[config.mk]
export PLATFORM = sky130hd
export DESIGN_NAME = arm_mode_ctrl
export DESIGN_NICKNAME = d
export VERILOG_FILES = /design/src/rtl/arm_pkg.sv /design/src/rtl/arm_pose_mem.sv /design/src/rtl/arm_mode_ctrl.sv
export SDC_FILE = /design/constraint.sdc
export NUM_CORES = 1
export LEC_CHECK = 0
export CAP_MARGIN = 10
export CORE_MARGIN = 2
export CORE_UTILIZATION = 40
export CTS_CLUSTER_SIZE = 28
export DETAILED_ROUTE_END_ITERATION = 10
export PLACE_DENSITY = 0.56
export SLEW_MARGIN = 15
export SYNTH_ARGS = -nofsm -noshare
export SYNTH_HDL_FRONTEND = slang
export SYNTH_SLANG_ARGS = --single-unit
[constraint.sdc]
create_clock -name clk -period 12 [get_ports clk]
set_input_delay 1.2 -clock clk [delete_from_list [all_inputs] [get_ports clk]]
set_output_delay 1.2 -clock clk [all_outputs]
set_load 0.03 [all_outputs]
[src/rtl/arm_pkg.sv]
// Shared definitions for the arm mode controller: state encoding, mid-travel default
// and the pose-count width helper.
package arm_pkg;

  typedef enum logic [1:0] {
    ST_IDLE     = 2'd0,
    ST_LIVE     = 2'd1,
    ST_RECORD   = 2'd2,
    ST_PLAYBACK = 2'd3
  } state_e;

  // Counter must hold 0..depth inclusive, hence the extra bit.
  function automatic int cnt_width(input int depth);
    return $clog2(depth) + 1;
  endfunction

  function automatic int mid_travel(input int pos_w);
    return 1 << (pos_w - 1);
  endfunction

endpackage

[src/rtl/arm_pose_mem.sv]
// Pose memory: DEPTH x WIDTH register array, one synchronous write port and one
// combinational read port; no reset on contents.
module arm_pose_mem
  import arm_pkg::*;
#(
  parameter int WIDTH = 32,
  parameter int DEPTH = 16,
  parameter int AW    = 4
) (
  input  logic             clk,
  input  logic             wr_en,
  input  logic [AW-1:0]    wr_addr,
  input  logic [WIDTH-1:0] wr_dat,
  input  logic [AW-1:0]    rd_addr,
  output logic [WIDTH-1:0] rd_dat
);

  logic [WIDTH-1:0] mem_q [DEPTH];
  logic [WIDTH-1:0] mem_d [DEPTH];

  always_comb begin
    mem_d = mem_q;
    if (wr_en) mem_d[wr_addr] = wr_dat;
  end

  always_ff @(posedge clk) begin
    mem_q <= mem_d;
  end

  assign rd_dat = mem_q[rd_addr];

endmodule

[src/rtl/arm_mode_ctrl.sv]
// Arm mode controller (IDLE/LIVE/RECORD/PLAYBACK) driving servo commands; outputs update
// 1 cycle after a qualifying sample_tick or button. Macro PLAYBACK_LOOP_EN: loop playback.
module arm_mode_ctrl
  import arm_pkg::*;
#(
  parameter int N_JOINTS = 4,
  parameter int POS_W    = 8,
  parameter int DEPTH    = 16,
  parameter int CNT_W    = cnt_width(DEPTH)
) (
  input  logic                      clk,
  input  logic                      rst,
  input  logic                      enable,
  input  logic                      btn_mem,
  input  logic                      btn_rec,
  input  logic                      sample_tick,
  input  logic [N_JOINTS*POS_W-1:0] live_pos,
  output logic [N_JOINTS*POS_W-1:0] cmd_pos,
  output logic                      cmd_valid,
  output logic [1:0]                state,
  output logic [CNT_W-1:0]          mem_count,
  output logic                      err
);

  localparam int AW = $clog2(DEPTH);
  localparam int PW = N_JOINTS * POS_W;
  localparam logic [POS_W-1:0] MID = POS_W'(mid_travel(POS_W));

`ifdef PLAYBACK_LOOP_EN
  localparam bit LOOP_EN = 1'b1;
`else
  localparam bit LOOP_EN = 1'b0;
`endif

  state_e           state_q, state_d;
  logic [PW-1:0]    cmd_pos_q, cmd_pos_d;
  logic             cmd_valid_q, cmd_valid_d;
  logic [CNT_W-1:0] mem_count_q, mem_count_d;
  logic             err_q, err_d;
  logic [AW-1:0]    wr_ptr_q, wr_ptr_d;
  logic [AW-1:0]    rd_ptr_q, rd_ptr_d;

  logic             mem_wr;
  logic [PW-1:0]    rd_dat;
  logic             mem_empty;
  logic             rec_full;
  logic             play_last;

  assign mem_empty = (mem_count_q == '0);
  assign rec_full  = (mem_count_q == CNT_W'(DEPTH - 1));
  assign play_last = ((CNT_W'(rd_ptr_q) + CNT_W'(1)) == mem_count_q);

  arm_pose_mem #(
    .WIDTH (PW),
    .DEPTH (DEPTH),
    .AW    (AW)
  ) u_pose_mem (
    .clk     (clk),
    .wr_en   (mem_wr),
    .wr_addr (wr_ptr_q),
    .wr_dat  (live_pos),
    .rd_addr (rd_ptr_q),
    .rd_dat  (rd_dat)
  );

  always_ff @(posedge clk or negedge rst) begin
    if (!rst) begin
      state_q     <= ST_IDLE;
      cmd_pos_q   <= {N_JOINTS{MID}};
      cmd_valid_q <= 1'b0;
      mem_count_q <= '0;
      err_q       <= 1'b0;
      wr_ptr_q    <= '0;
      rd_ptr_q    <= '0;
    end else begin
      state_q     <= state_d;
      cmd_pos_q   <= cmd_pos_d;
      cmd_valid_q <= cmd_valid_d;
      mem_count_q <= mem_count_d;
      err_q       <= err_d;
      wr_ptr_q    <= wr_ptr_d;
      rd_ptr_q    <= rd_ptr_d;
    end
  end

  always_comb begin
    state_d = state_q;
    if (!enable) begin
      state_d = ST_IDLE;
    end else begin
      case (state_q)
        ST_IDLE: begin
          if (btn_rec)                     state_d = ST_RECORD;
          else if (btn_mem && !mem_empty)  state_d = ST_PLAYBACK;
          else if (!btn_mem)               state_d = ST_LIVE;
        end
        ST_LIVE: begin
          if (btn_rec)                     state_d = ST_RECORD;
          else if (btn_mem && !mem_empty)  state_d = ST_PLAYBACK;
        end
        ST_RECORD: begin
          if (btn_rec || (sample_tick && rec_full)) state_d = ST_LIVE;
        end
        ST_PLAYBACK: begin
          if (btn_mem)                                        state_d = ST_LIVE;
          else if (sample_tick && play_last && !LOOP_EN)      state_d = ST_IDLE;
        end
        default: state_d = ST_IDLE;
      endcase
    end
  end

  // Datapath actions are gated by enable so a disabled arm holds its pose and memory.
  always_comb begin
    cmd_pos_d   = cmd_pos_q;
    cmd_valid_d = 1'b0;
    mem_count_d = mem_count_q;
    err_d       = 1'b0;
    wr_ptr_d    = wr_ptr_q;
    rd_ptr_d    = rd_ptr_q;
    mem_wr      = 1'b0;
    if (enable) begin
      case (state_q)
        ST_IDLE, ST_LIVE: begin
          if (state_q == ST_LIVE && sample_tick) begin
            cmd_pos_d   = live_pos;
            cmd_valid_d = 1'b1;
          end
          if (btn_rec) begin
            wr_ptr_d    = '0;
            mem_count_d = '0;
          end else if (btn_mem) begin
            if (mem_empty) err_d    = 1'b1;
            else           rd_ptr_d = '0;
          end
        end
        ST_RECORD: begin
          if (sample_tick) begin
            mem_wr      = 1'b1;
            cmd_pos_d   = live_pos;
            cmd_valid_d = 1'b1;
            wr_ptr_d    = wr_ptr_q + AW'(1);
            mem_count_d = mem_count_q + CNT_W'(1);
          end
        end
        ST_PLAYBACK: begin
          if (sample_tick) begin
            cmd_pos_d   = rd_dat;
            cmd_valid_d = 1'b1;
            rd_ptr_d    = play_last ? '0 : rd_ptr_q + AW'(1);
          end
        end
        default: ;
      endcase
    end
  end

  always_comb begin
    cmd_pos   = cmd_pos_q;
    cmd_valid = cmd_valid_q;
    state     = state_q;
    mem_count = mem_count_q;
    err       = err_q;
  end

endmodule
==> flow_results.xml, run 1 <==
<?xml version="1.0" encoding="UTF-8"?>
<metrics>
  <group name="logic_synthesis">
    <metric name="postSynthNetCount" unit="">1112</metric>
    <metric name="synth-xor-area-share" unit="%">0.358</metric>
    <metric name="largest_family_of_logic_cells_by_synthesized_area" unit="">multiplexers</metric>
    <metric name="syn_area" unit="um^2">22000</metric>
    <metric name="synth_async_sr_flop_share" unit="%">8.73</metric>
    <metric name="most_area_hungry_cell_type_in_the_yosys_netlist" unit="">sky130_fd_sc_hd__edfxtp_1</metric>
    <metric name="edff_count_synth" unit="">512</metric>
    <metric name="mean_instance_size_in_the_synthesized_netlist" unit="um^2">20.6</metric>
    <metric name="synth-adder-area-share" unit="%">0.455</metric>
    <metric name="yosys_warnings" unit="">0</metric>
    <metric name="netlist-cell-type-count" unit="">49</metric>
    <metric name="synth.mux.area_fraction" unit="%">16.1</metric>
    <metric name="synth.top_cell.area_share" unit="%">69.9</metric>
    <metric name="dominantRegCellSynth" unit="">sky130_fd_sc_hd__edfxtp_1</metric>
    <metric name="synth_simple_gate_area_share" unit="%">2.77</metric>
    <metric name="synth_area_leaders" unit="">sky130_fd_sc_hd__edfxtp_1 70%, sky130_fd_sc_hd__mux4_2 13%, sky130_fd_sc_hd__dfrtp_1 5.1%</metric>
    <metric name="fraction_of_the_yosys_area_taken_by_sequential_cells" unit="%">75.5</metric>
    <metric name="synth-seq-cells" unit="">561</metric>
    <metric name="syn-instance-count" unit="">1066</metric>
    <metric name="synth-compound-area-share" unit="%">3.23</metric>
  </group>
  <group name="final_layout">
    <metric name="antenna_cells_inserted" unit="">0</metric>
    <metric name="fillerInstances" unit="">4492</metric>
    <metric name="layout.nets" unit="">1203</metric>
    <metric name="final_cell_count_no_fill" unit="">1900</metric>
    <metric name="sequential_cell_area" unit="um^2">16600</metric>
    <metric name="fraction_of_final_layout_cells_with_drive_strength_greater_than_1" unit="%">24.3</metric>
    <metric name="multi_input_area" unit="um^2">5100</metric>
    <metric name="layout.cell_area.non_filler" unit="um^2">25400</metric>
    <metric name="final_common_cell" unit="">sky130_fd_sc_hd__edfxtp_1</metric>
    <metric name="layout_common_cells" unit="">512 x sky130_fd_sc_hd__edfxtp_1, 128 x sky130_fd_sc_hd__mux4_2, 77 x sky130_fd_sc_hd__clkdlybuf4s50_1</metric>
    <metric name="areaGrowthSynthToFinish" unit="%">15.5</metric>
  </group>
  <group name="placed_design">
    <metric name="place_inst" unit="">1793</metric>
    <metric name="post-dp-hpwl" unit="um">24400</metric>
    <metric name="gp_routability_congestion" unit="">0.744</metric>
    <metric name="dpl-instance-area" unit="um^2">23500</metric>
    <metric name="io_buffer_count" unit="">78</metric>
  </group>
  <group name="sta">
    <metric name="hold-worst-slack" unit="ns">0.608</metric>
    <metric name="final.period_utilization" unit="%">29.1</metric>
    <metric name="rsz0062_at_grt" unit="">no</metric>
    <metric name="max-slew-margin-rel" unit="%">22.6</metric>
    <metric name="timing.final.setup_violations" unit="">0</metric>
    <metric name="hold_viol" unit="">0</metric>
    <metric name="worstMarginPinSlew" unit="ns">1.16</metric>
    <metric name="min_period" unit="ns">3.49</metric>
    <metric name="drv_slew" unit="">0</metric>
    <metric name="worst_clock_skew" unit="ns">0.0215</metric>
    <metric name="final.setup.tns" unit="ns">0</metric>
    <metric name="timing.fmax" unit="GHz">0.286</metric>
  </group>
  <group name="clocking">
    <metric name="cts_buffers" unit="">56</metric>
    <metric name="cts_hold_buf" unit="">0</metric>
    <metric name="cts_num_sinks" unit="">561</metric>
    <metric name="clk_path_buf_depth" unit="">3</metric>
    <metric name="clock_tree_from_tritoncts" unit="">yes</metric>
    <metric name="post_cts_buffers" unit="">0</metric>
    <metric name="cts-resized-gates" unit="">0</metric>
    <metric name="cts.root.buffer_cell" unit="">sky130_fd_sc_hd__clkbuf_16</metric>
    <metric name="clock_latency" unit="ns">0.62</metric>
    <metric name="clk_pin_slew" unit="ns">0.06</metric>
    <metric name="cts_max_level" unit="">2</metric>
  </group>
  <group name="floorplan">
    <metric name="placeableCoreArea" unit="um^2">54100</metric>
    <metric name="design.portCount" unit="">79</metric>
    <metric name="dieWidth" unit="um">239</metric>
    <metric name="die-height" unit="um">239</metric>
    <metric name="core.rowCount" unit="">85</metric>
    <metric name="fp.dieArea" unit="um^2">56900</metric>
    <metric name="floorplan.initialDensity" unit="%">40.7</metric>
  </group>
  <group name="global_route">
    <metric name="grt_antenna_before_repair" unit="">0</metric>
    <metric name="groute.usage.overall" unit="%">16.6</metric>
    <metric name="grt-ovfl-total" unit="">0</metric>
    <metric name="via_count_of_the_first_global_routing_pass" unit="">11100</metric>
    <metric name="grt_first_pass_wirelength" unit="um">70000</metric>
    <metric name="pin_count_of_the_biggest_net_entering_global_routing" unit="">93</metric>
  </group>
  <group name="routing">
    <metric name="route.detailed.wl_per_inst" unit="um">24.3</metric>
    <metric name="dr.pass1.iters" unit="">5</metric>
    <metric name="antenna_left" unit="">0</metric>
    <metric name="detail_route.wirelength" unit="um">46200</metric>
    <metric name="post_drt_via_cell_ratio" unit="">5.49</metric>
    <metric name="drc_errors" unit="">0</metric>
    <metric name="detailedRoute.firstIterationViolations" unit="">808</metric>
    <metric name="num_vias" unit="">10400</metric>
  </group>
  <group name="power_and_ir_drop">
    <metric name="power.ir.vdd_worst" unit="mV">0.115</metric>
    <metric name="powerDensity" unit="nW/um^2">194</metric>
    <metric name="static_leakage_power" unit="nW">7.95</metric>
    <metric name="power.total" unit="W">0.00494</metric>
  </group>
  <group name="critical_path">
    <metric name="worstSetupStartpointType" unit="">input port</metric>
    <metric name="worstSetupPathType" unit="">input port to register</metric>
    <metric name="cp_data_arrival_time" unit="ns">3.72</metric>
    <metric name="crit_path_cell_trace" unit="">clkdlybuf4s50_1 -&gt; nand3_1 -&gt; inv_1 -&gt; nand3_1 -&gt; nor2_4</metric>
    <metric name="cp_slowest_cell" unit="">sky130_fd_sc_hd__nor2_4</metric>
    <metric name="critical_path.most_common_cell" unit="">sky130_fd_sc_hd__nand3_1</metric>
    <metric name="critical_path.max_stage_delay" unit="ns">1.00</metric>
    <metric name="worst_ep_required_time" unit="ns">12.23</metric>
    <metric name="timing.critical_path.fanout_max" unit="">32</metric>
    <metric name="worstSetupEndpointType" unit="">register</metric>
  </group>
  <group name="hold_path">
    <metric name="worst_hold_path_type" unit="">register to register</metric>
  </group>
  <group name="run_status">
    <metric name="outcome" unit="">finished clean</metric>
  </group>
  <group name="job">
    <metric name="drv.max_cap_violation_count" unit="">0</metric>
  </group>
</metrics>
-- synth_stat cells, types with 6 or more instances --
| cell type | count |
|---|---|
| sky130_fd_sc_hd__buf_4 | 13 |
| sky130_fd_sc_hd__nor2_1 | 14 |
| sky130_fd_sc_hd__buf_2 | 11 |
| sky130_fd_sc_hd__and2_1 | 10 |
| sky130_fd_sc_hd__nand3_1 | 6 |
| sky130_fd_sc_hd__inv_1 | 14 |
| sky130_fd_sc_hd__nand2_1 | 72 |
| sky130_fd_sc_hd__o221a_2 | 32 |
| sky130_fd_sc_hd__mux2i_1 | 64 |
| sky130_fd_sc_hd__mux4_2 | 128 |
| sky130_fd_sc_hd__ha_1 | 8 |
| sky130_fd_sc_hd__clkbuf_1 | 28 |
| sky130_fd_sc_hd__o21ai_0 | 38 |
| sky130_fd_sc_hd__dfrtp_1 | 45 |
| sky130_fd_sc_hd__edfxtp_1 | 512 |
-- worst max-delay path, delay by kind of cell --
family	cells	cell delay, ns
buf+inv	2	0.76
simple gates	3	1.73
-- where the power goes --
part | leakage (nW) | switching, W | internal [W]
sequential | 5.22 | 0.0000911 | 0.00222
combinational | 1.83 | 0.000445 | 0.000429
clock | 0.902 | 0.000739 | 0.00102
total | 7.95 | 0.00128 | 0.00366
-- registers in the layout, summed over array words and instances (netlist names) --
register          cells
u_pose_mem.mem_q    512
wr_ptr_q              4
err                   1
mem_count             5
rd_ptr_q              4
cmd_valid             1
cmd_pos              32
state                 2
-- routing by layer --
metal	GRT usage, %	vias to the layer above	part of all wire [%]
li1	-	4571	-
met1	23.7	5570	46
met2	26.6	206	48
met3	2.94	76	3.9
met4	4.34	0	1.9
met5	0	-	0
-- final timing paths --
kind	from	end	slack, ns	depth (start not counted)
worst max-delay path	enable	u_pose_mem.mem_q[123]$_DFFE_PP_	8.51	5
worst min-delay path	cmd_pos[4]$_DFFE_PN0P_	cmd_pos[4]$_DFFE_PN0P_	0.61	3
worst max register to register	rd_ptr_q[1]$_DFFE_PN0P_	cmd_pos[1]$_DFFE_PN0P_	8.59	6
worst min register to register	cmd_pos[4]$_DFFE_PN0P_	cmd_pos[4]$_DFFE_PN0P_	0.61	3
max in group asynchronous	rst	rd_ptr_q[0]$_DFFE_PN0P_	10.60	2
min in group asynchronous	rst	state[1]$_DFFE_PN0P_	0.76	2
-- cell families (layout without fill, tap and decap cells) --
logic type / count (synthesis) / after routing
AO/OA/AOI/OAI: 91 / 91
XOR/XNOR: 9 / 9
adder cells (fa/ha/maj): 8 / 8
buffers and inverters: 75 / 213
flip-flops: 561 / 561
multiplexers: 193 / 193
AND/OR/NAND/NOR: 129 / 129
-- stage by stage --
| step | utilization [%] | setup slack, ns |
|---|---|---|
| after floorplan | - | 6.71 |
| after global placement | 43.5 | 7.87 |
| after detailed placement | 43.5 | 7.81 |
| after CTS | 46.9 | 8.44 |
| after global routing | 47.0 | 8.36 |
| final | 47.0 | 8.51 |
-- final cells by class --
class                           instances  share of cell area (%)
Clock buffer                           82                    6.17
Clock inverter                         23                    1.05
Inverter                               14                   0.207
Multi-Input combinational cell        430                    20.1
Sequential cell                       561                    65.4
Tap cell                              696                    3.43
Timing Repair Buffer                   94                    3.73
No activity file was read; power rests on OpenSTA's default activity.
==> run 2: changes to the inputs <==
--- a/config.mk
+++ b/config.mk
@@ -10,7 +10,7 @@
 export CORE_UTILIZATION = 40
 export CTS_CLUSTER_SIZE = 28
 export DETAILED_ROUTE_END_ITERATION = 10
-export PLACE_DENSITY = 0.56
+export PLACE_DENSITY = 0.58
 export SLEW_MARGIN = 15
 export SYNTH_ARGS = -nofsm -noshare
 export SYNTH_HDL_FRONTEND = slang
==> constraint.sdc (replaced) <==
create_clock -name clk -period 3.1 [get_ports clk]
set_input_delay 0.31 -clock clk [delete_from_list [all_inputs] [get_ports clk]]
set_output_delay 0.31 -clock clk [all_outputs]
set_load 0.03 [all_outputs]
==> run 2 against run 1 <==
Net effect:
- first-iteration DRC count rose by 4.8%
- sequential share of layout area fell by 1.2 points
- count of clock-buffer cells in the layout fell by 2
- global-route usage barely moved
- via count rose by 0.59%
- register-to-register slack got worse by 7.9 ns
- non-clock buffer count rose by 28
- largest cell class unchanged
- largest power group unchanged
==> flow_results.xml, run 2 (synthesis results as in run 1) <==
<?xml version="1.0" encoding="UTF-8"?>
<metrics>
  <group name="run_status">
    <metric name="outcome" unit="">finished clean</metric>
  </group>
  <group name="clocking">
    <metric name="cts_buffers" unit="">57</metric>
    <metric name="cts_hold_buf" unit="">1</metric>
    <metric name="clock_tree_from_tritoncts" unit="">yes</metric>
    <metric name="post_cts_buffers" unit="">0</metric>
    <metric name="clk_pin_slew" unit="ns">0.06</metric>
    <metric name="cts_max_level" unit="">2</metric>
    <metric name="cts.root.buffer_cell" unit="">sky130_fd_sc_hd__clkbuf_16</metric>
    <metric name="clock_latency" unit="ns">0.60</metric>
    <metric name="clk_path_buf_depth" unit="">3</metric>
    <metric name="cts_num_sinks" unit="">561</metric>
    <metric name="cts-resized-gates" unit="">0</metric>
  </group>
  <group name="placed_design">
    <metric name="io_buffer_count" unit="">78</metric>
    <metric name="gp_routability_congestion" unit="">0.723</metric>
    <metric name="dpl-instance-area" unit="um^2">23900</metric>
    <metric name="place_inst" unit="">1822</metric>
    <metric name="post-dp-hpwl" unit="um">26400</metric>
  </group>
  <group name="critical_path">
    <metric name="critical_path.max_stage_delay" unit="ns">0.53</metric>
    <metric name="crit_path_cell_trace" unit="">and2b_2 -&gt; nand3_1 -&gt; inv_1 -&gt; nand3_1 -&gt; nor2_4 -&gt; buf_4</metric>
    <metric name="cp_slowest_cell" unit="">sky130_fd_sc_hd__dfrtp_1</metric>
    <metric name="worst_r2r_startpoint" unit="">state[1]$_DFFE_PN0P_</metric>
    <metric name="worstSetupStartpointType" unit="">register</metric>
    <metric name="r2r.worst_path.cells" unit="">6</metric>
    <metric name="worstSetupEndpoint" unit="">u_pose_mem.mem_q[115]$_DFFE_PP_</metric>
    <metric name="cp_data_arrival_time" unit="ns">2.71</metric>
    <metric name="timing.critical_path.fanout_max" unit="">12</metric>
    <metric name="reg2reg_slack" unit="ns">0.70</metric>
    <metric name="startpoint" unit="">state[1]$_DFFE_PN0P_</metric>
    <metric name="critical_path.most_common_cell" unit="">sky130_fd_sc_hd__nand3_1</metric>
    <metric name="worstSetupEndpointType" unit="">register</metric>
    <metric name="worstSetupPathType" unit="">register to register</metric>
    <metric name="r2r-end" unit="">u_pose_mem.mem_q[115]$_DFFE_PP_</metric>
    <metric name="worst_ep_required_time" unit="ns">3.41</metric>
  </group>
  <group name="final_layout">
    <metric name="postLayoutCoreUtil" unit="%">47.9</metric>
    <metric name="multi_input_area" unit="um^2">5130</metric>
    <metric name="fillerInstances" unit="">4414</metric>
    <metric name="layout_common_cells" unit="">512 x sky130_fd_sc_hd__edfxtp_1, 128 x sky130_fd_sc_hd__mux4_2, 77 x sky130_fd_sc_hd__clkdlybuf4s50_1</metric>
    <metric name="largest_register" unit="">u_pose_mem.mem_q</metric>
    <metric name="largest_reg_flops" unit="">512</metric>
    <metric name="layout.nets" unit="">1232</metric>
    <metric name="antenna_cells_inserted" unit="">0</metric>
    <metric name="final_cell_count_no_fill" unit="">1930</metric>
    <metric name="fraction_of_final_layout_cells_with_drive_strength_greater_than_1" unit="%">26.5</metric>
    <metric name="layout.cell_area.non_filler" unit="um^2">25900</metric>
    <metric name="final_common_cell" unit="">sky130_fd_sc_hd__edfxtp_1</metric>
    <metric name="sequential_cell_area" unit="um^2">16600</metric>
    <metric name="areaGrowthSynthToFinish" unit="%">17.7</metric>
  </group>
  <group name="floorplan">
    <metric name="fp.dieArea" unit="um^2">56900</metric>
    <metric name="placeableCoreArea" unit="um^2">54100</metric>
    <metric name="design.portCount" unit="">79</metric>
    <metric name="floorplan.initialDensity" unit="%">40.7</metric>
    <metric name="core.rowCount" unit="">85</metric>
    <metric name="die-height" unit="um">239</metric>
    <metric name="dieWidth" unit="um">239</metric>
  </group>
  <group name="routing">
    <metric name="route.detailed.wl_per_inst" unit="um">23.7</metric>
    <metric name="drc_errors" unit="">0</metric>
    <metric name="detail_route.wirelength" unit="um">45700</metric>
    <metric name="wirelength_met1" unit="um">21400</metric>
    <metric name="routed-wl-met2" unit="um">21600</metric>
    <metric name="dr.pass1.iters" unit="">5</metric>
    <metric name="num_vias" unit="">10500</metric>
    <metric name="detailedRoute.firstIterationViolations" unit="">847</metric>
    <metric name="antenna_left" unit="">0</metric>
    <metric name="highest-signal-layer" unit="">met5</metric>
    <metric name="met3_wire_length" unit="um">1660</metric>
    <metric name="post_drt_via_cell_ratio" unit="">5.43</metric>
  </group>
  <group name="sta">
    <metric name="timing.fmax" unit="GHz">0.416</metric>
    <metric name="min_period" unit="ns">2.40</metric>
    <metric name="timing.final.setup_violations" unit="">0</metric>
    <metric name="rsz0062_at_grt" unit="">no</metric>
    <metric name="worst_clock_skew" unit="ns">0.0170</metric>
    <metric name="drv_slew" unit="">0</metric>
    <metric name="final.period_utilization" unit="%">77.5</metric>
    <metric name="hold_viol" unit="">0</metric>
    <metric name="hold-worst-slack" unit="ns">0.415</metric>
    <metric name="worstMarginPinSlew" unit="ns">0.799</metric>
    <metric name="max-slew-margin-rel" unit="%">46.7</metric>
    <metric name="final.setup.tns" unit="ns">0</metric>
  </group>
  <group name="global_route">
    <metric name="grt-ovfl-total" unit="">0</metric>
    <metric name="pin_count_of_the_biggest_net_entering_global_routing" unit="">98</metric>
    <metric name="via_count_of_the_first_global_routing_pass" unit="">11000</metric>
    <metric name="grt_antenna_before_repair" unit="">1</metric>
    <metric name="groute.usage.overall" unit="%">16.5</metric>
    <metric name="grt_first_pass_wirelength" unit="um">70300</metric>
  </group>
  <group name="power_and_ir_drop">
    <metric name="static_leakage_power" unit="nW">8.18</metric>
    <metric name="powerDensity" unit="nW/um^2">756</metric>
    <metric name="power.ir.vdd_worst" unit="mV">0.424</metric>
  </group>
  <group name="hold_path">
    <metric name="worst_hold_path_type" unit="">input port to async pin</metric>
  </group>
  <group name="job">
    <metric name="drv.max_cap_violation_count" unit="">0</metric>
  </group>
</metrics>
-- run 2: cell count changes in the layout (fill, tap and decap cells not counted), moves of 3 or more --
cell,change
sky130_fd_sc_hd__buf_12,+10
sky130_fd_sc_hd__nor4_2,-4
sky130_fd_sc_hd__nor4_4,+4
sky130_fd_sc_hd__buf_4,+19
sky130_fd_sc_hd__clkbuf_1,-7
sky130_fd_sc_hd__clkbuf_16,+3
sky130_fd_sc_hd__bufinv_16,+3
-- run 2: area by class of cell --
| type | count | area share, % |
|---|---|---|
| Clock inverter | 27 | 1.31 |
| Tap cell | 696 | 3.36 |
| Clock buffer | 80 | 6.35 |
| Timing Repair Buffer | 122 | 4.81 |
| Multi-Input combinational cell | 430 | 19.8 |
| Inverter | 14 | 0.203 |
| Sequential cell | 561 | 64.1 |
-- run 2: per-stage QoR --
stage | power (W) | setup WS, ns
2_1_floorplan | 0.0114 | -0.382
3_3_place_gp | 0.0126 | 0.463
3_5_place_dp | 0.0127 | 0.446
4_1_cts | 0.0198 | 0.663
5_1_grt | 0.0204 | 0.534
6_report | 0.0196 | 0.697
-- run 2: how the worst min path moves through the flow --
stage,end,slack [ns],cells after the start
6_report,err$_DFF_PN0_,0.42,3
3_3_place_gp,err$_DFF_PN0_,0.53,2
2_1_floorplan,cmd_pos[0]$_DFFE_PN0P_,0.01,0
3_5_place_dp,err$_DFF_PN0_,0.54,2
5_1_grt,err$_DFF_PN0_,0.52,3
4_1_cts,err$_DFF_PN0_,0.44,3
-- run 2: power by group --
group | internal, W | switching, W | total [W]
logic | 0.00174 | 0.00181 | 0.00355
registers | 0.00858 | 0.000305 | 0.00889
clock network | 0.00435 | 0.00280 | 0.00715
-- run 2: critical path, delay by kind of cell (launching register included) --
kind / cells / cell delay, ns
simple gates: 4 / 1.21
flops: 1 / 0.53
buf+inv: 2 / 0.36
-- run 2: metal layers --
metal | global-route usage (%) | up-vias
li1 | - | 4621
met1 | 24.2 | 5591
met5 | 0 | -
met2 | 26.0 | 199
met4 | 5.00 | 2
met3 | 2.24 | 72
==> run 3: changes to the inputs <==
==> constraint.sdc (replaced) <==
create_clock -name clk -period 2 [get_ports clk]
set_input_delay 0.2 -clock clk [delete_from_list [all_inputs] [get_ports clk]]
set_output_delay 0.2 -clock clk [all_outputs]
set_load 0.03 [all_outputs]
==> run 3 against run 2 <==
Net effect:
- register-to-register slack got worse by 0.69 ns
- die area unchanged
- worst hold slack got worse by 0.24 ns
==> flow_results.xml, run 3 (synthesis results as in run 1) <==
<?xml version="1.0" encoding="UTF-8"?>
<metrics>
  <group name="power_and_ir_drop">
    <metric name="cell_internal_pwr" unit="W">0.0231</metric>
    <metric name="power.total" unit="W">0.0310</metric>
    <metric name="p_sw_share" unit="%">25.5</metric>
    <metric name="clock_power_share" unit="%">34.4</metric>
    <metric name="powerDensity" unit="nW/um^2">1140</metric>
    <metric name="pwr-share-seq" unit="%">44.0</metric>
    <metric name="p_switching" unit="W">0.00791</metric>
    <metric name="power.ir.vdd_worst" unit="mV">0.705</metric>
    <metric name="static_leakage_power" unit="nW">8.94</metric>
    <metric name="power.share.combinational" unit="%">21.6</metric>
  </group>
  <group name="routing">
    <metric name="num_vias" unit="">11200</metric>
    <metric name="antenna_left" unit="">0</metric>
    <metric name="dr.pass1.iters" unit="">5</metric>
    <metric name="route.detailed.wl_per_inst" unit="um">25.1</metric>
    <metric name="drc_errors" unit="">0</metric>
    <metric name="detailedRoute.firstIterationViolations" unit="">1212</metric>
    <metric name="detail_route.wirelength" unit="um">51300</metric>
    <metric name="post_drt_via_cell_ratio" unit="">5.50</metric>
  </group>
  <group name="placed_design">
    <metric name="gp_routability_congestion" unit="">0.771</metric>
    <metric name="post-dp-hpwl" unit="um">29000</metric>
    <metric name="dpl-instance-area" unit="um^2">25000</metric>
    <metric name="place_inst" unit="">1912</metric>
    <metric name="io_buffer_count" unit="">78</metric>
  </group>
  <group name="sta">
    <metric name="timing.final.setup_violations" unit="">0</metric>
    <metric name="final.period_utilization" unit="%">99.5</metric>
    <metric name="hold_viol" unit="">0</metric>
    <metric name="timing.fmax" unit="GHz">0.503</metric>
    <metric name="rsz0062_at_grt" unit="">yes</metric>
    <metric name="max-slew-margin-rel" unit="%">66.1</metric>
    <metric name="min_period" unit="ns">1.99</metric>
    <metric name="drv_slew" unit="">0</metric>
    <metric name="worst_clock_skew" unit="ns">0.0139</metric>
    <metric name="worstMarginPinSlew" unit="ns">0.506</metric>
  </group>
  <group name="critical_path">
    <metric name="cp_data_arrival_time" unit="ns">2.52</metric>
    <metric name="worstSetupPathType" unit="">register to register</metric>
    <metric name="worstSetupStartpointType" unit="">register</metric>
    <metric name="worst_ep_required_time" unit="ns">2.53</metric>
    <metric name="worstSetupEndpointType" unit="">register</metric>
    <metric name="timing.critical_path.fanout_max" unit="">5</metric>
  </group>
  <group name="clocking">
    <metric name="clk_pin_slew" unit="ns">0.07</metric>
    <metric name="clock_tree_from_tritoncts" unit="">yes</metric>
    <metric name="cts_max_level" unit="">2</metric>
    <metric name="cts.root.buffer_cell" unit="">sky130_fd_sc_hd__clkbuf_16</metric>
    <metric name="cts_buffers" unit="">55</metric>
    <metric name="clk_path_buf_depth" unit="">3</metric>
    <metric name="cts_num_sinks" unit="">561</metric>
    <metric name="clock_latency" unit="ns">0.60</metric>
  </group>
  <group name="job">
    <metric name="drv.max_cap_violation_count" unit="">0</metric>
  </group>
  <group name="global_route">
    <metric name="via_count_of_the_first_global_routing_pass" unit="">11400</metric>
    <metric name="groute.usage.overall" unit="%">18.4</metric>
    <metric name="grt_antenna_before_repair" unit="">1</metric>
    <metric name="pin_count_of_the_biggest_net_entering_global_routing" unit="">50</metric>
    <metric name="grt-ovfl-total" unit="">0</metric>
    <metric name="grt_first_pass_wirelength" unit="um">75800</metric>
  </group>
  <group name="final_layout">
    <metric name="antenna_cells_inserted" unit="">0</metric>
    <metric name="largest_reg_flops" unit="">512</metric>
    <metric name="fraction_of_final_layout_cells_with_drive_strength_greater_than_1" unit="%">34.0</metric>
    <metric name="final_cell_count_no_fill" unit="">2041</metric>
    <metric name="layout.cell_area.non_filler" unit="um^2">27300</metric>
    <metric name="layout.nets" unit="">1345</metric>
    <metric name="areaGrowthSynthToFinish" unit="%">24.0</metric>
    <metric name="layout_common_cells" unit="">512 x sky130_fd_sc_hd__edfxtp_1, 128 x sky130_fd_sc_hd__mux4_2, 105 x sky130_fd_sc_hd__buf_4</metric>
    <metric name="final_common_cell" unit="">sky130_fd_sc_hd__edfxtp_1</metric>
    <metric name="largest_register" unit="">u_pose_mem.mem_q</metric>
  </group>
  <group name="floorplan">
    <metric name="floorplan.initialDensity" unit="%">40.7</metric>
    <metric name="design.portCount" unit="">79</metric>
    <metric name="fp.dieArea" unit="um^2">56900</metric>
    <metric name="die-height" unit="um">239</metric>
    <metric name="core.rowCount" unit="">85</metric>
    <metric name="placeableCoreArea" unit="um^2">54100</metric>
    <metric name="dieWidth" unit="um">239</metric>
  </group>
  <group name="hold_path">
    <metric name="worst_hold_path_type" unit="">input port to async pin</metric>
  </group>
  <group name="run_status">
    <metric name="outcome" unit="">finished clean</metric>
  </group>
</metrics>
## run 3: path summary, 6_finish.rpt
kind	start	end	slack, ns	cells after the start
max reg2reg	mem_count[1]$_DFFE_PN0P_	state[1]$_DFFE_PN0P_	0.01	7
min	rst	state[0]$_DFFE_PN0P_	0.17	3
max in group asynchronous	rst	cmd_pos[23]$_DFFE_PN1P_	1.50	3
min reg2reg	cmd_pos[8]$_DFFE_PN0P_	cmd_pos[8]$_DFFE_PN0P_	0.61	3
min in group clk	btn_rec	err$_DFF_PN0_	0.31	3
max	mem_count[1]$_DFFE_PN0P_	state[1]$_DFFE_PN0P_	0.01	7
## run 3: final cells by class
class | count | area, um^2
fillers | 4337 | 26800
clock buffers | 73 | 1590
multi-input cells | 430 | 5210
clock inverters | 30 | 290
inverters | 14 | 52.6
flip-flops and latches | 561 | 16600
well taps | 696 | 871
repair buffers | 237 | 2660
## run 3: repair_timing
action	4_1_cts	5_1_grt
gates cloned	1	3
hold buffers	1	0
buffers inserted	0	21
pin swaps	0	2
endpoints found under the hold margin	49	0
gates resized for setup	11	29
setup endpoints to repair	20	67
## run 3: per-layer routing
layer / up-vias / wire length (um) / track usage [%]
met2: 322 / 24900 / 29.5
met5: - / 0 / 0
met1: 5984 / 22700 / 26.4
met4: 0 / 823 / 4.64
met3: 59 / 2860 / 2.93
li1: 4859 / - / -
## run 3: stage by stage
step	utilization (%)	hold WS [ns]	TNS, ns	worst slack (ns)
after floorplan	-	-0.0956	-157.65	-0.679
after global placement	46.2	0.261	-4.30	-0.0789
after detailed placement	46.2	0.269	-1.06	-0.0672
after CTS	49.8	0.155	-0.00306	-0.00306
after global routing	50.4	0.201	-0.185	-0.0688
final	50.4	0.171	0	0.0100
## run 3: power by group through the flow
stage	Clock [W]	Combinational, W	Sequential [W]
2_1_floorplan	0	0.00335	0.0144
3_3_place_gp	0	0.00618	0.0139
3_5_place_dp	0	0.00621	0.0139
4_1_cts	0.0109	0.00631	0.0137
5_1_grt	0.0114	0.00721	0.0137
6_report	0.0107	0.00670	0.0137
## run 3: worst max-delay path, stage by stage (launching register included)
cell                      delay [ns]
sky130_fd_sc_hd__dfrtp_2        0.44
sky130_fd_sc_hd__inv_2          0.08
sky130_fd_sc_hd__ha_4           0.12
sky130_fd_sc_hd__or4b_4         0.49
sky130_fd_sc_hd__o22ai_2        0.17
sky130_fd_sc_hd__a21oi_2        0.06
sky130_fd_sc_hd__or4_1          0.47
sky130_fd_sc_hd__nand4_1        0.10
